## config.mk

```make
export PLATFORM = sky130hd
export DESIGN_NAME = arith_wb_flat
export DESIGN_NICKNAME = d
export VERILOG_FILES = /design/src/rtl/arith_wb_if.sv /design/src/rtl/arith_wb.sv /design/src/flat_wrapper.sv
export SDC_FILE = /design/constraint.sdc
export NUM_CORES = 1
export LEC_CHECK = 0
export CORE_ASPECT_RATIO = 0.6
export CORE_MARGIN = 4
export CORE_UTILIZATION = 50
export CTS_CLUSTER_SIZE = 14
export DETAILED_ROUTE_END_ITERATION = 7
export GPL_ROUTABILITY_DRIVEN = 0
export PLACE_DENSITY = 0.77
export SLEW_MARGIN = 20
export SYNTH_ARGS = -nofsm -noshare
export SYNTH_HDL_FRONTEND = slang
export SYNTH_SLANG_ARGS = --single-unit
```

## constraint.sdc

```tcl
create_clock -name clk -period 3 [get_ports clk]
set_clock_uncertainty 0.05 [all_clocks]
set_input_delay 0.6 -clock clk [delete_from_list [all_inputs] [get_ports clk]]
set_output_delay 0.6 -clock clk [all_outputs]
set_load 0.03 [all_outputs]
```

## src/rtl/arith_wb_if.sv

```systemverilog
// Bundles the arith result bus, the register-file write port, and the forwarding lookup
// used by the arith write-back queue.
interface arith_wb_if;
    logic        res_valid;
    logic        res_wr_f;
    logic [31:0] res_data;
    logic [3:0]  res_rd;
    logic        lsu_wr;
    logic        stall;
    logic        rf_we;
    logic [3:0]  rf_waddr;
    logic [15:0] rf_wdata;
    logic        flag_c;
    logic [3:0]  lookup_rd;
    logic        lookup_hit;
    logic [15:0] lookup_data;
    logic        overflow;

    modport master (
        output res_valid, res_wr_f, res_data, res_rd, lsu_wr, lookup_rd,
        input  stall, rf_we, rf_waddr, rf_wdata, flag_c, lookup_hit, lookup_data, overflow
    );

    modport slave (
        input  res_valid, res_wr_f, res_data, res_rd, lsu_wr, lookup_rd,
        output stall, rf_we, rf_waddr, rf_wdata, flag_c, lookup_hit, lookup_data, overflow
    );
endinterface

```

## src/rtl/arith_wb.sv

```systemverilog
// Arith write-back queue: buffers ALU results while the load unit owns the register-file
// write port, retires them in order, tracks the carry flag and serves forwarding lookups.
module arith_wb #(
    parameter int DEPTH = 4
) (
    input  logic       clk,
    input  logic       rst,
    arith_wb_if.slave  bus
);
    localparam int PW = (DEPTH > 1) ? $clog2(DEPTH) : 1;
    localparam int CW = PW + 1;

    logic [3:0]    q_rd   [DEPTH];
    logic [15:0]   q_data [DEPTH];
    logic          q_wrf  [DEPTH];
    logic          q_c    [DEPTH];

    logic [PW-1:0] wr_ptr;
    logic [PW-1:0] rd_ptr;
    logic [CW-1:0] occ;
    logic          flag_c_r;
    logic          overflow_r;

    logic          full;
    logic          push;
    logic          pop;
    logic          lk_hit;
    logic [15:0]   lk_data;
    logic [PW-1:0] lk_idx;
    logic          unused_res_hi;

    assign unused_res_hi = ^bus.res_data[31:17];

    // Full is taken from registered occupancy, so a pop on the same edge cannot make room.
    assign full = (occ == CW'(DEPTH));
    assign push = bus.res_valid && !full;
    assign pop  = (occ != '0) && !bus.lsu_wr;

    always_ff @(posedge clk or negedge rst) begin
        if (!rst) begin
            wr_ptr     <= '0;
            rd_ptr     <= '0;
            occ        <= '0;
            flag_c_r   <= 1'b0;
            overflow_r <= 1'b0;
        end else begin
            if (push) begin
                wr_ptr <= wr_ptr + 1'b1;
            end
            if (pop) begin
                rd_ptr <= rd_ptr + 1'b1;
                if (q_wrf[rd_ptr]) begin
                    flag_c_r <= q_c[rd_ptr];
                end
            end
            case ({push, pop})
                2'b10:   occ <= occ + 1'b1;
                2'b01:   occ <= occ - 1'b1;
                default: occ <= occ;
            endcase
            if (bus.res_valid && full) begin
                overflow_r <= 1'b1;
            end
        end
    end

    // Payload storage carries no reset; validity comes solely from occupancy.
    always_ff @(posedge clk) begin
        if (push) begin
            q_rd[wr_ptr]   <= bus.res_rd;
            q_data[wr_ptr] <= bus.res_data[15:0];
            q_wrf[wr_ptr]  <= bus.res_wr_f;
            q_c[wr_ptr]    <= bus.res_data[16];
        end
    end

    // Walk oldest to youngest so the last match, the youngest, wins.
    always_comb begin
        lk_hit  = 1'b0;
        lk_data = '0;
        lk_idx  = '0;
        for (int k = 0; k < DEPTH; k++) begin
            lk_idx = rd_ptr + PW'(k);
            if ((CW'(k) < occ) && (q_rd[lk_idx] == bus.lookup_rd)) begin
                lk_hit  = 1'b1;
                lk_data = q_data[lk_idx];
            end
        end
    end

    assign bus.stall       = full;
    assign bus.rf_we       = pop;
    assign bus.rf_waddr    = pop ? q_rd[rd_ptr]   : 4'd0;
    assign bus.rf_wdata    = pop ? q_data[rd_ptr] : 16'd0;
    assign bus.flag_c      = flag_c_r;
    assign bus.overflow    = overflow_r;
    assign bus.lookup_hit  = lk_hit;
    assign bus.lookup_data = lk_data;
endmodule

```

## src/flat_wrapper.sv

```systemverilog
// flat-port wrapper written by rule: the top's interface ports become plain ports
module arith_wb_flat 
#(
    parameter int DEPTH = 4
)
  (clk, rst, bus_res_valid, bus_res_wr_f, bus_res_data, bus_res_rd, bus_lsu_wr, bus_lookup_rd, bus_stall, bus_rf_we, bus_rf_waddr, bus_rf_wdata, bus_flag_c, bus_lookup_hit, bus_lookup_data, bus_overflow);
  arith_wb_if bus_i ();
  input  logic clk;
  input  logic rst;
  input wire logic [$bits(bus_i.res_valid)-1:0] bus_res_valid;
  input wire logic [$bits(bus_i.res_wr_f)-1:0] bus_res_wr_f;
  input wire logic [$bits(bus_i.res_data)-1:0] bus_res_data;
  input wire logic [$bits(bus_i.res_rd)-1:0] bus_res_rd;
  input wire logic [$bits(bus_i.lsu_wr)-1:0] bus_lsu_wr;
  input wire logic [$bits(bus_i.lookup_rd)-1:0] bus_lookup_rd;
  output wire logic [$bits(bus_i.stall)-1:0] bus_stall;
  output wire logic [$bits(bus_i.rf_we)-1:0] bus_rf_we;
  output wire logic [$bits(bus_i.rf_waddr)-1:0] bus_rf_waddr;
  output wire logic [$bits(bus_i.rf_wdata)-1:0] bus_rf_wdata;
  output wire logic [$bits(bus_i.flag_c)-1:0] bus_flag_c;
  output wire logic [$bits(bus_i.lookup_hit)-1:0] bus_lookup_hit;
  output wire logic [$bits(bus_i.lookup_data)-1:0] bus_lookup_data;
  output wire logic [$bits(bus_i.overflow)-1:0] bus_overflow;
  assign bus_i.res_valid = bus_res_valid;
  assign bus_i.res_wr_f = bus_res_wr_f;
  assign bus_i.res_data = bus_res_data;
  assign bus_i.res_rd = bus_res_rd;
  assign bus_i.lsu_wr = bus_lsu_wr;
  assign bus_i.lookup_rd = bus_lookup_rd;
  assign bus_stall = bus_i.stall;
  assign bus_rf_we = bus_i.rf_we;
  assign bus_rf_waddr = bus_i.rf_waddr;
  assign bus_rf_wdata = bus_i.rf_wdata;
  assign bus_flag_c = bus_i.flag_c;
  assign bus_lookup_hit = bus_i.lookup_hit;
  assign bus_lookup_data = bus_i.lookup_data;
  assign bus_overflow = bus_i.overflow;
  arith_wb #(.DEPTH(DEPTH)) u_core (.clk(clk), .rst(rst), .bus(bus_i));
endmodule
```

==> metrics.md <==
| Metric | Value |
|---|---|
| Int Pwr | 4.79 mW |
| Inst Count DP | 729 |
| RR Endpoint | u_core.q_data[2][1]$_DFFE_PP_ |
| Fin util | 0.653 |
| Post-Route WL | 14500 um |
| Synth async-reset ratio | 0.0928 |
| CP bufs+invs | 4 |
| Cell with the most instances after synthesis | edfxtp_1 |
| Final TNS setup | -8.81 ns |
| Num ports | 86 |
| Worst path required time | 2.35 ns |
| RSZ-0062 raised after global routing | yes |
| Cell taking the most area after synthesis | edfxtp_1 |
| CTS Sinks | 97 |
| Cell variety after synth | 39 |
| Worst Reg-to-Reg Cells | 6 |
| Reg-to-reg slack, setup | 0.62 ns |
| Horiz. Die Dim | 148 um |
| Root buf cell | clkbuf_16 |
| Final period util | 1.20 |
| Detailed Place HPWL | 9780 um |
| CP endpoint kind | output pin |
| CP Class | reg2out |
| Die height | between 90 and 100 um |
| Vias | 4446 |
| Share of the synthesized area in the top cell type | 0.448 |
| Final hold slack | a little over 0.4 ns |
| Top_reg_cell synth | edfxtp_1 |
| Synthesized Nets | 543 |
| Comb power frac | 0.644 |
| Seq/Total Area, Yosys | 0.487 |
| First-pass GRT wire length | 22800 um |
| Reg clk slew, reported paths | 0.06 ns |
| Clock Path Buffers | 2 |
| DR WL met2 | 6870 um |
| CP peak stage delay | 0.53 ns |
| Antenna violation net count after detailed routing | 0 |
| Initial antenna violation count | 0 |
| Hold Crit Class | reg2reg |
| H-tree depth | 3 |
| Most numerous cell on the critical path | buf_6 |
| Peak supply drop | 0.631 mV |
| Dpl cell area | 7020 sq um |
| Worst-Skew Late Latency | between 0.3 and 0.4 ns |
| Routed met1 length | approximately 6400 um |
| Design Area, Final | 7450 sq um |
| Post-route setup slack | -0.587 ns |
| Hold path start | u_core.bus.overflow$_DFFE_PN0P_ |
| Tmin final | 3.59 ns |
| Gr usage total | 0.215 |
| Final cell count without fillers | 751 |
| Final Net Count | 640 |
| EDFF count, synth | 88 |
| Post-Syn Area | about 5900 sq um |
| Buffers added on ports | 70 |
| Top Layer Used | met4 |
| Post-Synthesis Cells | 489 |
| Area grow syn2layout | 26.4% |
| Leakage | 2.80 nW |
| First-pass DRT Iterations | 5 |
| # rows | 30 |
| Fmax | between 200 and 300 MHz |
| Final-report hold violation count | 0 |
| TritonCTS clock tree | built |
| Top post-synthesis cells by count | edfxtp_1 (88), nand2_1 (39), mux2i_1 (36) |
| Worst Max-Slew Pin Slew | 0.520 ns |
| Ant diodes | 0 |
| Met3 Wirelength | 959 um |
| Seq cells post-synth | a little under 100 |
| Clock Power Share | 0.121 |
| Cts hold-fix bufs | 0 |
| Vias in the first global route | 4445 |
| Crit-path leading delay family | buffers and inverters |
| Post-DR wirelength/cell | 19.3 um |
| Hold path depth | 1 |
| Switching Share | 0.444 |
| Arr. time, crit path | between 2 and 3 ns |
| Num CTS Buffers | 9 |
| Status | complete, but fails checks |
| Final setup viols | 19 |
| Setup crit start kind | flip-flop |
| Die ar. | 13600 sq um |
| Failing checks | negative setup slack |
| Worst flop-to-flop path startpoint | u_core.occ[0]$_DFFE_PN0P_ |
| Syn avg cell area | 12.1 sq um |
| Grt total ovfl | 0 |
| Post-route DRC | 0 |
| Worst hold endpoint | u_core.bus.overflow$_DFFE_PN0P_ |
| Drt via density | 5.92 |
| Largest net degree at the start of global routing | 89 |
| Ranking of synthesized cells by area | edfxtp_1 (45%), mux2_2 (6.5%), mux2i_1 (6.1%) |
| Worst setup path start | u_core.rd_ptr[0]$_DFFE_PN0N_ |
| Drt initial violations | about 380 |
| # fillers | 825 |
| Starting Density | 0.517 |
| PwrDens | 1160 nW/um^2 |
| Ys Warns | 0 |
| Max cap viols | 0 |
| Total core area | 11400 sq um |
| Reg power frac | 0.235 |
| CP max FO | 8 |
| NetSw | 3.83 mW |
| Final Max Slew Viols | 0 |
| CP cell instances | buf_6 -> mux4_2 -> xnor2_2 -> o311ai_2 -> nor3_4 -> buf_6 -> a311oi_1 -> buf_4 -> a221oi_4 -> buf_6 |
| Ratio of cells with drive above 1 in the final layout | 0.328 |
| CP max-delay cell | mux4_2 |
| Rel. slew slack | 0.653 |
==> worst max-delay path by stage <==
stage / endpoint / slack [ns] / cells past startpoint
after floorplan: bus_lookup_data[0] / -0.16 / 9
after global placement: bus_lookup_hit / -0.39 / 7
after global routing: bus_lookup_data[9] / -0.70 / 10
final: bus_lookup_data[9] / -0.59 / 10
after detailed placement: bus_lookup_hit / -0.42 / 7
after CTS: bus_lookup_data[9] / -0.53 / 10
==> layout make-up <==
class                      count  area [sq um]  share of cell area
sequential                    97          2880               0.386
clock inverter                 5          32.5             0.00437
tap                          160           200              0.0269
multi-input combinational    344          2920               0.392
clock buffer                  11           233              0.0312
timing repair buffer         126          1160               0.156
inverter                       8          30.0             0.00403
==> sequential cells by signal (all words and copies together), names as in the netlist <==
signal,count
u_core.occ,3
u_core.q_rd,16
u_core.q_c,4
u_core.wr_ptr,2
u_core.rd_ptr,2
u_core.bus.flag_c,1
u_core.bus.overflow,1
u_core.q_data,64
u_core.q_wrf,4
==> per-stage QoR <==
| step | power, mW | worst slack, ns |
|---|---|---|
| 2_1_floorplan | 5.64 | -0.161 |
| 3_3_place_gp | 7.17 | -0.390 |
| 3_5_place_dp | 7.34 | -0.418 |
| 4_1_cts | 8.59 | -0.534 |
| 5_1_grt | 9.13 | -0.697 |
| 6_report | 8.61 | -0.587 |
==> power groups by stage <==
stage / logic, mW / registers (mW) / clock network [mW]
6_report: 5.55 / 2.02 / 1.04
3_3_place_gp: 5.14 / 2.02 / 0
3_5_place_dp: 5.30 / 2.04 / 0
5_1_grt: 5.95 / 2.06 / 1.12
2_1_floorplan: 3.69 / 1.95 / 0
4_1_cts: 5.51 / 2.02 / 1.06
==> cell usage in the layout, fill, tap and decap left out, types with 13 or more instances in the layout <==
cell             count
edfxtp_1            88
buf_4               73
nand2_1             38
mux2i_1             36
mux2_2              34
o21ai_0             34
a21oi_1             34
nor2_1              34
clkdlybuf4s50_1     32
and2_1              24
mux4_2              15
xnor2_1             14
nor3_1              14
a221oi_2            13
==> per-layer routing <==
metal / vias up / GRT usage
li1: 2051 / -
met2: 181 / 0.343
met1: 2188 / 0.288
met5: - / 0
met3: 26 / 0.0533
met4: 0 / 0.0715
==> cell families after synthesis <==
group | count (synthesis) | share of synthesized area
AOI/OAI and AO/OA | 105 | 0.127
xor gates and xnor gates | 21 | 0.0312
adders and majority gates | 9 | 0.0191
buffers and inverters | 48 | 0.0425
DFF | 97 | 0.487
muxes | 87 | 0.194
and+or+nand+nor | 122 | 0.100
==> timing repair <==
action | CTS | global route
resized for setup | 24 | 9
buffers inserted | 4 | 2
pin swaps | 2 | 1
setup endpoints to repair | 21 | 26
No activity file was read; power rests on OpenSTA's default activity.
